### config.mk
export PLATFORM = sky130hd
export DESIGN_NAME = uart_cmd_parser
export DESIGN_NICKNAME = d
export VERILOG_FILES = /design/src/rtl/uart_cmd_pkg.sv /design/src/rtl/byte_timeout.sv /design/src/rtl/uart_cmd_parser.sv
export SDC_FILE = /design/constraint.sdc
export NUM_CORES = 1
export LEC_CHECK = 0
export ABC_AREA = 1
export BUFFER_PORTS_ARGS = -buffer_cell sky130_fd_sc_hd__buf_2
export CORE_ASPECT_RATIO = 0.8
export CORE_UTILIZATION = 40
export CTS_CLUSTER_DIAMETER = 40
export DETAILED_ROUTE_END_ITERATION = 10
export GPL_TIMING_DRIVEN = 0
export PLACE_DENSITY = 0.59
export SLEW_MARGIN = 5
export SYNTH_ARGS = -nofsm -noshare
export SYNTH_HDL_FRONTEND = slang
export SYNTH_SLANG_ARGS = --single-unit
export TNS_END_PERCENT = 100
### constraint.sdc
create_clock -name clk_50m -period 1.4 [get_ports clk_50m]
set_input_delay 0 -clock clk_50m [delete_from_list [all_inputs] [get_ports clk_50m]]
set_output_delay 0 -clock clk_50m [all_outputs]
set_load 0.1 [all_outputs]
### src/rtl/uart_cmd_pkg.sv
// Shared constants for the UART command parser: frame headers, command
// codes, reply status codes and the parser state encoding.
package uart_cmd_pkg;

    localparam logic [7:0] HDR_RX = 8'hA5;  // first byte of every command frame
    localparam logic [7:0] HDR_TX = 8'h5A;  // first byte of every reply

    localparam logic [7:0] CMD_TOGGLE = 8'h01;
    localparam logic [7:0] CMD_WRITE  = 8'h02;
    localparam logic [7:0] CMD_READ   = 8'h03;

    localparam logic [7:0] ST_OK       = 8'h00;
    localparam logic [7:0] ST_BAD_CSUM = 8'hE1;
    localparam logic [7:0] ST_BAD_IDX  = 8'hE2;
    localparam logic [7:0] ST_BAD_CMD  = 8'hE3;

    typedef enum logic [3:0] {
        IDLE,
        GET_CMD,
        GET_DATA,
        GET_CSUM,
        EXEC,
        TX_B0,
        TX_B1,
        TX_B2,
        TX_WAIT
    } state_e;

endpackage

### src/rtl/byte_timeout.sv
// Inter-byte timeout counter. Counts while enabled, restarts on clear, and
// flags expired for one cycle when TIMEOUT_CYCLES-1 is reached.
module byte_timeout #(
    parameter int TIMEOUT_CYCLES = 500000
) (
    input  logic clk,
    input  logic reset_n,
    input  logic clear,
    input  logic enable,
    output logic expired
);

    // Guard keeps the counter at least one bit wide for tiny timeouts.
    localparam int              CNT_W = (TIMEOUT_CYCLES > 1) ? $clog2(TIMEOUT_CYCLES) : 1;
    localparam logic [CNT_W-1:0] LAST = CNT_W'(TIMEOUT_CYCLES - 1);

    logic [CNT_W-1:0] cnt_q;
    logic [CNT_W-1:0] cnt_d;

    assign expired = enable && (cnt_q == LAST);

    // Next count: idle or a fresh byte parks the counter at zero.
    always_comb begin
        // NOTE: assign a default first so every path drives cnt_d (no latch).
        cnt_d = cnt_q + 1'b1;
        if (clear || !enable || expired) begin
            cnt_d = '0;
        end
    end

    // Counter register.
    always_ff @(posedge clk or negedge reset_n) begin
        // NOTE: sequential state uses non-blocking assignments only.
        if (!reset_n) begin
            cnt_q <= '0;
        end else begin
            cnt_q <= cnt_d;
        end
    end

endmodule

### src/rtl/uart_cmd_parser.sv
// Command parser: receives {A5, CMD, DATA, CSUM} frames byte by byte,
// executes toggle/write/read on the LED register and sends a 3-byte reply
// {5A, status, led}. LED_W must be between 1 and 8.
module uart_cmd_parser
    import uart_cmd_pkg::*;
#(
    parameter int TIMEOUT_CYCLES = 500000,
    parameter int LED_W          = 6
) (
    input  logic             clk_50m,
    input  logic             reset_n,
    input  logic [7:0]       rx_data,
    input  logic             rx_done,
    output logic [7:0]       tx_data,
    output logic             tx_valid,
    input  logic             tx_busy,
    output logic [LED_W-1:0] led
);

    state_e           state_q, state_d;
    logic             rx_done_q;
    logic             rx_armed_q;  // blocks a level that was already high at reset release
    logic             tx_busy_q;
    logic [7:0]       cmd_q, cmd_d;
    logic [7:0]       data_q, data_d;
    logic [7:0]       status_q, status_d;
    logic             csum_ok_q, csum_ok_d;
    logic [1:0]       tx_idx_q, tx_idx_d;
    logic [LED_W-1:0] led_q, led_d;

    logic rx_edge;
    logic tx_fall;
    logic in_frame;
    logic expired;

    assign rx_edge  = rx_armed_q && rx_done && !rx_done_q;
    assign tx_fall  = tx_busy_q && !tx_busy;
    assign in_frame = state_q inside {GET_CMD, GET_DATA, GET_CSUM};
    assign led      = led_q;

    byte_timeout #(
        .TIMEOUT_CYCLES(TIMEOUT_CYCLES)
    ) u_timeout (
        .clk     (clk_50m),
        .reset_n (reset_n),
        .clear   (rx_edge),
        .enable  (in_frame),
        .expired (expired)
    );

    // State register.
    always_ff @(posedge clk_50m or negedge reset_n) begin
        if (!reset_n) begin
            state_q <= IDLE;
        end else begin
            state_q <= state_d;
        end
    end

    // Next state: a byte always beats a simultaneous timeout.
    always_comb begin
        state_d = state_q;
        case (state_q)
            IDLE:     if (rx_edge && rx_data == HDR_RX) state_d = GET_CMD;
            GET_CMD:  if (rx_edge) state_d = GET_DATA; else if (expired) state_d = IDLE;
            GET_DATA: if (rx_edge) state_d = GET_CSUM; else if (expired) state_d = IDLE;
            GET_CSUM: if (rx_edge) state_d = EXEC;     else if (expired) state_d = IDLE;
            EXEC:     state_d = TX_B0;
            TX_B0, TX_B1, TX_B2: if (!tx_busy) state_d = TX_WAIT;
            TX_WAIT: begin
                if (tx_fall) begin
                    case (tx_idx_q)
                        2'd0:    state_d = TX_B1;
                        2'd1:    state_d = TX_B2;
                        default: state_d = IDLE;
                    endcase
                end
            end
            default:  state_d = IDLE;
        endcase
    end

    // Datapath next values: capture frame fields, execute, count reply bytes.
    always_comb begin
        cmd_d     = cmd_q;
        data_d    = data_q;
        csum_ok_d = csum_ok_q;
        status_d  = status_q;
        led_d     = led_q;
        tx_idx_d  = tx_idx_q;
        case (state_q)
            GET_CMD:  if (rx_edge) cmd_d = rx_data;
            GET_DATA: if (rx_edge) data_d = rx_data;
            GET_CSUM: if (rx_edge) csum_ok_d = (rx_data == (cmd_q ^ data_q));
            EXEC: begin
                tx_idx_d = 2'd0;
                if (!csum_ok_q) begin
                    status_d = ST_BAD_CSUM;
                end else begin
                    case (cmd_q)
                        CMD_TOGGLE: begin
                            if ({24'd0, data_q} < LED_W) begin
                                led_d    = led_q ^ (LED_W'(1) << data_q);
                                status_d = ST_OK;
                            end else begin
                                status_d = ST_BAD_IDX;
                            end
                        end
                        CMD_WRITE: begin
                            led_d    = data_q[LED_W-1:0];
                            status_d = ST_OK;
                        end
                        CMD_READ: status_d = ST_OK;
                        default:  status_d = ST_BAD_CMD;
                    endcase
                end
            end
            TX_WAIT:  if (tx_fall) tx_idx_d = tx_idx_q + 2'd1;
            default:  ;
        endcase
    end

    // Datapath and input-sampling registers.
    always_ff @(posedge clk_50m or negedge reset_n) begin
        if (!reset_n) begin
            rx_done_q  <= 1'b0;
            rx_armed_q <= 1'b0;
            tx_busy_q  <= 1'b0;
            cmd_q      <= 8'h00;
            data_q     <= 8'h00;
            csum_ok_q  <= 1'b0;
            status_q   <= 8'h00;
            tx_idx_q   <= 2'd0;
            led_q      <= '0;
        end else begin
            rx_done_q  <= rx_done;
            rx_armed_q <= 1'b1;
            tx_busy_q  <= tx_busy;
            cmd_q      <= cmd_d;
            data_q     <= data_d;
            csum_ok_q  <= csum_ok_d;
            status_q   <= status_d;
            tx_idx_q   <= tx_idx_d;
            led_q      <= led_d;
        end
    end

    // Outputs: a reply byte is offered only while the transmitter is free.
    always_comb begin
        tx_data = 8'h00;
        case (state_q)
            TX_B0:   tx_data = HDR_TX;
            TX_B1:   tx_data = status_q;
            TX_B2:   tx_data = 8'(led_q);
            default: tx_data = 8'h00;
        endcase
        tx_valid = (state_q inside {TX_B0, TX_B1, TX_B2}) && !tx_busy;
    end

endmodule

==> impl_metrics.env, run 1 <==
export IMPL_wl_per_cell_um=14.3
export IMPL_clkTransAtPathRegs_ps=100
export IMPL_antenna_found_initial=0
export IMPL_status="complete, but fails checks"
export IMPL_max_freq_mhz=620
export IMPL_die_x_um=102
export IMPL_grt_max_degree=55
export IMPL_comb_power_share_pct=46.9
export IMPL_drt_first_iter_violations=145
export IMPL_critPathKind="flop to primary output"
export IMPL_ys_seq_area_share_pct=42.5
export IMPL_synth_compound_area_share_pct=7.48
export IMPL_layout_commonest_cell="nand2_1"
export IMPL_fin_nets=524
export IMPL_dp_slack_ps=-329
export IMPL_pwr_share_clk_pct=19.8
export IMPL_die_y_um=81.7
export IMPL_gp_congestion=0.860
export IMPL_grt_pass1_vias=2900
export IMPL_min_period_ps=1610
export IMPL_power_leakage_nw=2.06
export IMPL_finalPower_mw=6.69
export IMPL_nFillCells=632
export IMPL_path_cells="inv_2 -> nor2_2 -> inv_2 -> nor2_4 -> inv_4 -> o221ai_4 -> buf_12"
export IMPL_cts_tree="done"
export IMPL_drc_errors=0
export IMPL_finClkSkew_ps=6.80
export IMPL_io_buffer_count=26
export IMPL_synth_top_cell_area_share_pct=42.5
export IMPL_ant_nets=0
export IMPL_grt_pass1_wl_mm=13.8
export IMPL_cts_buffers=5
export IMPL_rsz0062_at_grt="true"
export IMPL_slowest_delay_ps=440
export IMPL_setup_slack_ps=-213
export IMPL_final_layout_size_suffix_gt1_share_pct=44.6
export IMPL_endpoint="tx_data[1]"
export IMPL_layout_common_cells="78 x nand2_1, 43 x dfrtp_1, 38 x inv_1"
export IMPL_startpoint="state_q[1]"
export IMPL_violations="negative setup slack"
export IMPL_area_growth_synth_to_final_pct=52.7
export IMPL_switching_power_mw=2.68
export IMPL_rrSetupSlack_ps=-170
export IMPL_root_buffer="clkbuf_8"
export IMPL_slew_viol_final=0
export IMPL_ys_types=35
export IMPL_synth_top_family_by_area="simple AND/OR/NAND/NOR gates"
export IMPL_cp_data_arrival_time_ps=1610
export IMPL_synth_area_leaders="dfrtp_1 43%, nand2_1 12%, inv_1 6.6%"
export IMPL_start_util_pct=42.2
export IMPL_endpoint_kind="primary output"
export IMPL_overflow=0
export IMPL_synth_cell_area_mm2=0.00318
export IMPL_sequentialPowerShare_pct=33.4
export IMPL_peakVddDrop_mv=0.807
export IMPL_r2r_end="u_timeout.cnt_q[3]"
export IMPL_vias=3073
export IMPL_syn_inst=417
export IMPL_yosysTopAreaCell="dfrtp_1"
export IMPL_rows=28
export IMPL_hold_viol=0
export IMPL_cpMaxStageDelayCell="dfrtp_1"
export IMPL_clock_path_buffers=2
export IMPL_finalSetupViolations=58
export IMPL_hold_slack_ps=269
export IMPL_dp_hpwl_mm=5.29
export IMPL_vias_per_cell=5.00
export IMPL_ys_ff_latch=54
export IMPL_crit_fanout=5
export IMPL_clock_latency_ps=320
export IMPL_synth_adder_area_share_pct=1.58
export IMPL_core_area_mm2=0.00753
export IMPL_internal_power_mw=4.00
export IMPL_power_density_mw_per_mm2=1380
export IMPL_avgSynthCellArea_um2=7.62
export IMPL_critPathLaunchType="flop"
export IMPL_hold_class="primary input to async pin"
export IMPL_synth_mux_area_fraction_pct=0
export IMPL_required_ps=1400
export IMPL_synth_xor_area_share_pct=6.07
export IMPL_grt_usage_pct=21.8
export IMPL_numClockSinks=54
export IMPL_switching_share_pct=40.1
export IMPL_yosysWarnings=0
export IMPL_htree_levels=2
export IMPL_path_common_cell="inv_2"
export IMPL_drt_wl_total_mm=8.77
export IMPL_utilization_pct=64.4
export IMPL_synth_fp_nets=433
export IMPL_dp_cells=548
export IMPL_tightest_slew_ps=718
export IMPL_drv_cap=0
export IMPL_n_antenna_cell=0
export IMPL_io_pin_count=27
export IMPL_synth_simple_gate_area_share_pct=34.4
export IMPL_slew_headroom_pct=52.1
export IMPL_first_pass_iters=4
export IMPL_layout_cells_non_filler=614
export IMPL_dieArea_mm2=0.00830
export IMPL_fin_crit_sh_pct=115
export IMPL_reg2reg_depth=9
export IMPL_reg2reg_from="state_q[1]"
## per-layer routing
metal,global-route usage [%],part of all wire [%],vias to the layer above
li1,-,-,1519
met5,0,0,-
met4,4.78,0.89,0
met1,31.8,51,1479
met2,33.6,44,67
met3,3.91,4.2,8
## cells in the mapped netlist, drive strengths merged
cell type	instances
a21oi	7
and3	1
nand2	101
nor3b	4
conb	1
inv	58
a22oi	2
o21bai	2
xnor2	7
or2	4
nor3	13
o21ai	27
nand3	32
nand3b	2
buf	3
nor2	63
o22ai	4
nor4	1
xor2	15
nand4	11
dfrtp	54
o221ai	1
ha	4
## per-stage QoR
| step | cell area, µm² | TNS, ps |
|---|---|---|
| after detailed placement | 3580 | -11170 |
| after floorplan | 3320 | -60.9 |
| after global routing | 4850 | -9670 |
| after global placement | 3580 | -10320 |
| after CTS | 4450 | -3580 |
| final | 4850 | -6010 |
## power groups by stage
stage | sequential (mW) | clock (mW) | combinational, mW
after detailed placement | 2.22 | 0 | 1.89
final | 2.23 | 1.32 | 3.13
after global placement | 2.21 | 0 | 1.87
after global routing | 2.26 | 1.39 | 3.43
after CTS | 2.20 | 1.34 | 2.68
after floorplan | 2.14 | 0 | 1.53
## sequential cells by signal (all words and copies together) (netlist names)
| register | flops |
|---|---|
| u_timeout.cnt_q | 19 |
| rx_armed_q | 1 |
| status_q | 3 |
| state_q | 4 |
| led | 6 |
| tx_busy_q | 1 |
| rx_done_q | 1 |
| cmd_q | 8 |
| csum_ok_q | 1 |
| data_q | 8 |
| tx_idx_q | 2 |
## layout make-up
cell class	instances	area, µm²	share of cell area [%]
multi-input cells	303	2130	43.8
flip-flops and latches	54	1370	28.3
repair buffers	83	785	16.2
inverters	58	248	5.11
well taps	105	131	2.71
clock buffers	6	82.6	1.70
clock inverters	2	60.1	1.24
plain buffers	3	46.3	0.954
## critical path: cells and delay by family (launching register included)
kind	cells	cell delay, ps
flip-flops	1	440
buffers and inverters	4	440
AO/OA/AOI/OAI	1	170
AND/OR/NAND/NOR	2	230
## cells by family after synthesis
| group | Yosys count |
|---|---|
| AND/OR/NAND/NOR | 232 |
| buffers and inverters | 61 |
| flip-flops | 54 |
| AO/OA/AOI/OAI | 43 |
| XOR/XNOR | 22 |
| adder cells (fa/ha/maj) | 4 |
| other | 1 |
## worst min-delay path by stage
stage	start	to	cells after the start
after floorplan	reset_n	cmd_q[0]	0
after global placement	rx_done	rx_done_q	1
after detailed placement	rx_done	rx_done_q	1
after CTS	reset_n	state_q[1]	1
after global routing	rx_done	csum_ok_q	7
final	reset_n	u_timeout.cnt_q[8]	2
## timing repair
action	4_1_cts	5_1_grt
buffers inserted	27	18
gates resized for setup	118	82
gates cloned	1	2
pin swaps	20	19
hold endpoints to repair	15	54
setup endpoints to repair	56	58
hold buffers	10	1
Note: power is estimated with default switching activity, not from simulation.
==> run 2, diff against run 1 <==
CTS_BUF_LIST = sky130_fd_sc_hd__clkbuf_16   (was unset)
==> impl_metrics.env, run 2 (synthesis gave the netlist of run 1 again) <==
export IMPL_status="complete, but fails checks"
export IMPL_violations="negative setup slack"
export IMPL_cts_tree="done"
export IMPL_die_x_um=102
export IMPL_fin_nets=511
export IMPL_endpoint_kind="flop"
export IMPL_fin_crit_sh_pct=113
export IMPL_layout_commonest_cell="nand2_1"
export IMPL_hold_class="primary input to flop"
export IMPL_tightest_slew_ps=708
export IMPL_multi_input_area_mm2=0.00219
export IMPL_rows=28
export IMPL_io_pin_count=27
export IMPL_finClkSkew_ps=6.62
export IMPL_drv_cap=0
export IMPL_dp_slack_ps=-329
export IMPL_htree_levels=2
export IMPL_vias=3043
export IMPL_power_leakage_nw=2.04
export IMPL_clock_latency_ps=290
export IMPL_die_y_um=81.7
export IMPL_grt_pass1_vias=2865
export IMPL_slew_headroom_pct=52.8
export IMPL_required_ps=1620
export IMPL_vias_per_cell=5.06
export IMPL_grt_usage_pct=21.6
export IMPL_largest_reg_flops=19
export IMPL_root_buffer="clkbuf_16"
export IMPL_first_pass_iters=4
export IMPL_n_antenna_cell=0
export IMPL_path_delay_family="simple AND/OR/NAND/NOR gates"
export IMPL_cpMaxStageDelayCell="dfrtp_1"
export IMPL_dieArea_mm2=0.00830
export IMPL_grt_pass1_wl_mm=13.6
export IMPL_area_growth_synth_to_final_pct=53.5
export IMPL_max_freq_mhz=634
export IMPL_ant_nets=0
export IMPL_peakVddDrop_mv=0.739
export IMPL_slowest_delay_ps=420
export IMPL_layout_common_cells="79 x nand2_1, 43 x dfrtp_1, 38 x inv_1"
export IMPL_start_util_pct=42.2
export IMPL_finalSetupViolations=51
export IMPL_min_from="rx_data[3]"
export IMPL_rsz0062_at_grt="true"
export IMPL_reg2reg_from="state_q[1]"
export IMPL_startpoint="state_q[1]"
export IMPL_dp_hpwl_mm=5.29
export IMPL_cp_data_arrival_time_ps=1800
export IMPL_critPathLaunchType="flop"
export IMPL_final_seq_area_mm2=0.00137
export IMPL_cp_num_buf_inv=3
export IMPL_path_cells="inv_2 -> buf_12 -> nand2_8 -> nand2_4 -> nor2_4 -> nand3_4 -> nand4_4 -> buf_6 -> nor3b_2"
export IMPL_layout_cells_non_filler=601
export IMPL_rrSetupSlack_ps=-180
export IMPL_overflow=0
export IMPL_io_buffer_count=26
export IMPL_slew_viol_final=0
export IMPL_setup_slack_ps=-178
export IMPL_top_register="u_timeout.cnt_q"
export IMPL_grt_max_degree=55
export IMPL_drt_wl_total_mm=8.77
export IMPL_top_regs="u_timeout.cnt_q x19, cmd_q x8, data_q x8"
export IMPL_antenna_found_initial=0
export IMPL_cts_buffers=5
export IMPL_clkTransAtPathRegs_ps=70
export IMPL_nFillCells=631
export IMPL_clock_path_buffers=2
export IMPL_wl_per_cell_um=14.6
export IMPL_crit_fanout=6
export IMPL_drc_errors=0
export IMPL_hold_viol=0
export IMPL_final_layout_size_suffix_gt1_share_pct=43.3
export IMPL_gp_congestion=0.860
export IMPL_numClockSinks=54
export IMPL_min_period_ps=1580
export IMPL_critPathKind="flop to flop"
export IMPL_core_area_mm2=0.00753
export IMPL_drt_first_iter_violations=173
export IMPL_hold_slack_ps=7.57
export IMPL_power_density_mw_per_mm2=1450
export IMPL_finalPower_mw=7.08
export IMPL_finalSetupTns_ps=-3930
export IMPL_dp_cells=548
## run 2: cell count changes in the layout (fill, tap and decap cells not counted), sizes merged
cell	delta
dlygate4sd3	-3
clkinvlp	-1
clkinv	+2
buf	-11
## run 2: worst paths after layout
kind	to	cells after the start
max	u_timeout.cnt_q[3]	9
min	cmd_q[3]	3
max reg2reg	u_timeout.cnt_q[3]	9
min reg2reg	led[4]	2
max in group asynchronous	led[5]	2
min in group asynchronous	u_timeout.cnt_q[8]	2
## run 2: metrics by stage
step           util, %  cell area [µm²]
2_1_floorplan        -             3320
3_3_place_gp      47.6             3580
3_5_place_dp      47.6             3580
4_1_cts           58.3             4390
5_1_grt           64.7             4880
6_report          64.7             4880
## run 2: worst min-delay path, cell delays in order
cell     delay, ps
buf_2          130
inv_1           70
o21ai_1         60
## run 2: area by class of cell
type | instances | share of cell area (%)
multi-input cells | 303 | 44.9
flip-flops and latches | 54 | 28.1
repair buffers | 70 | 14.2
inverters | 58 | 5.21
well taps | 105 | 2.69
clock buffers | 5 | 2.57
clock inverters | 3 | 1.31
plain buffers | 3 | 0.949
## run 2: per-layer routing
| metal | routed length (µm) | part of all wire (%) | vias up | global-route usage (%) |
|---|---|---|---|---|
| li1 | - | - | 1490 | - |
| met1 | 4270 | 49 | 1463 | 31.4 |
| met2 | 3900 | 45 | 78 | 32.9 |
| met3 | 446 | 5.1 | 12 | 3.91 |
| met4 | 148 | 1.7 | 0 | 5.94 |
| met5 | 0 | 0 | - | 0 |
## run 2: power breakdown
part	switching (mW)	internal, mW
registers	0.374	1.88
clock network	0.580	1.02
logic	1.83	1.39
total	2.79	4.29
## run 2: timing repair
| action | 4_1_cts | 5_1_grt |
|---|---|---|
| gates resized for setup | 98 | 116 |
| buffers inserted | 24 | 9 |
| pin swaps | 16 | 25 |
| cloned | 1 | 3 |
| endpoints found under the setup margin | 56 | 57 |
| endpoints found under the hold margin | 8 | 54 |
| hold buffers | 7 | 1 |
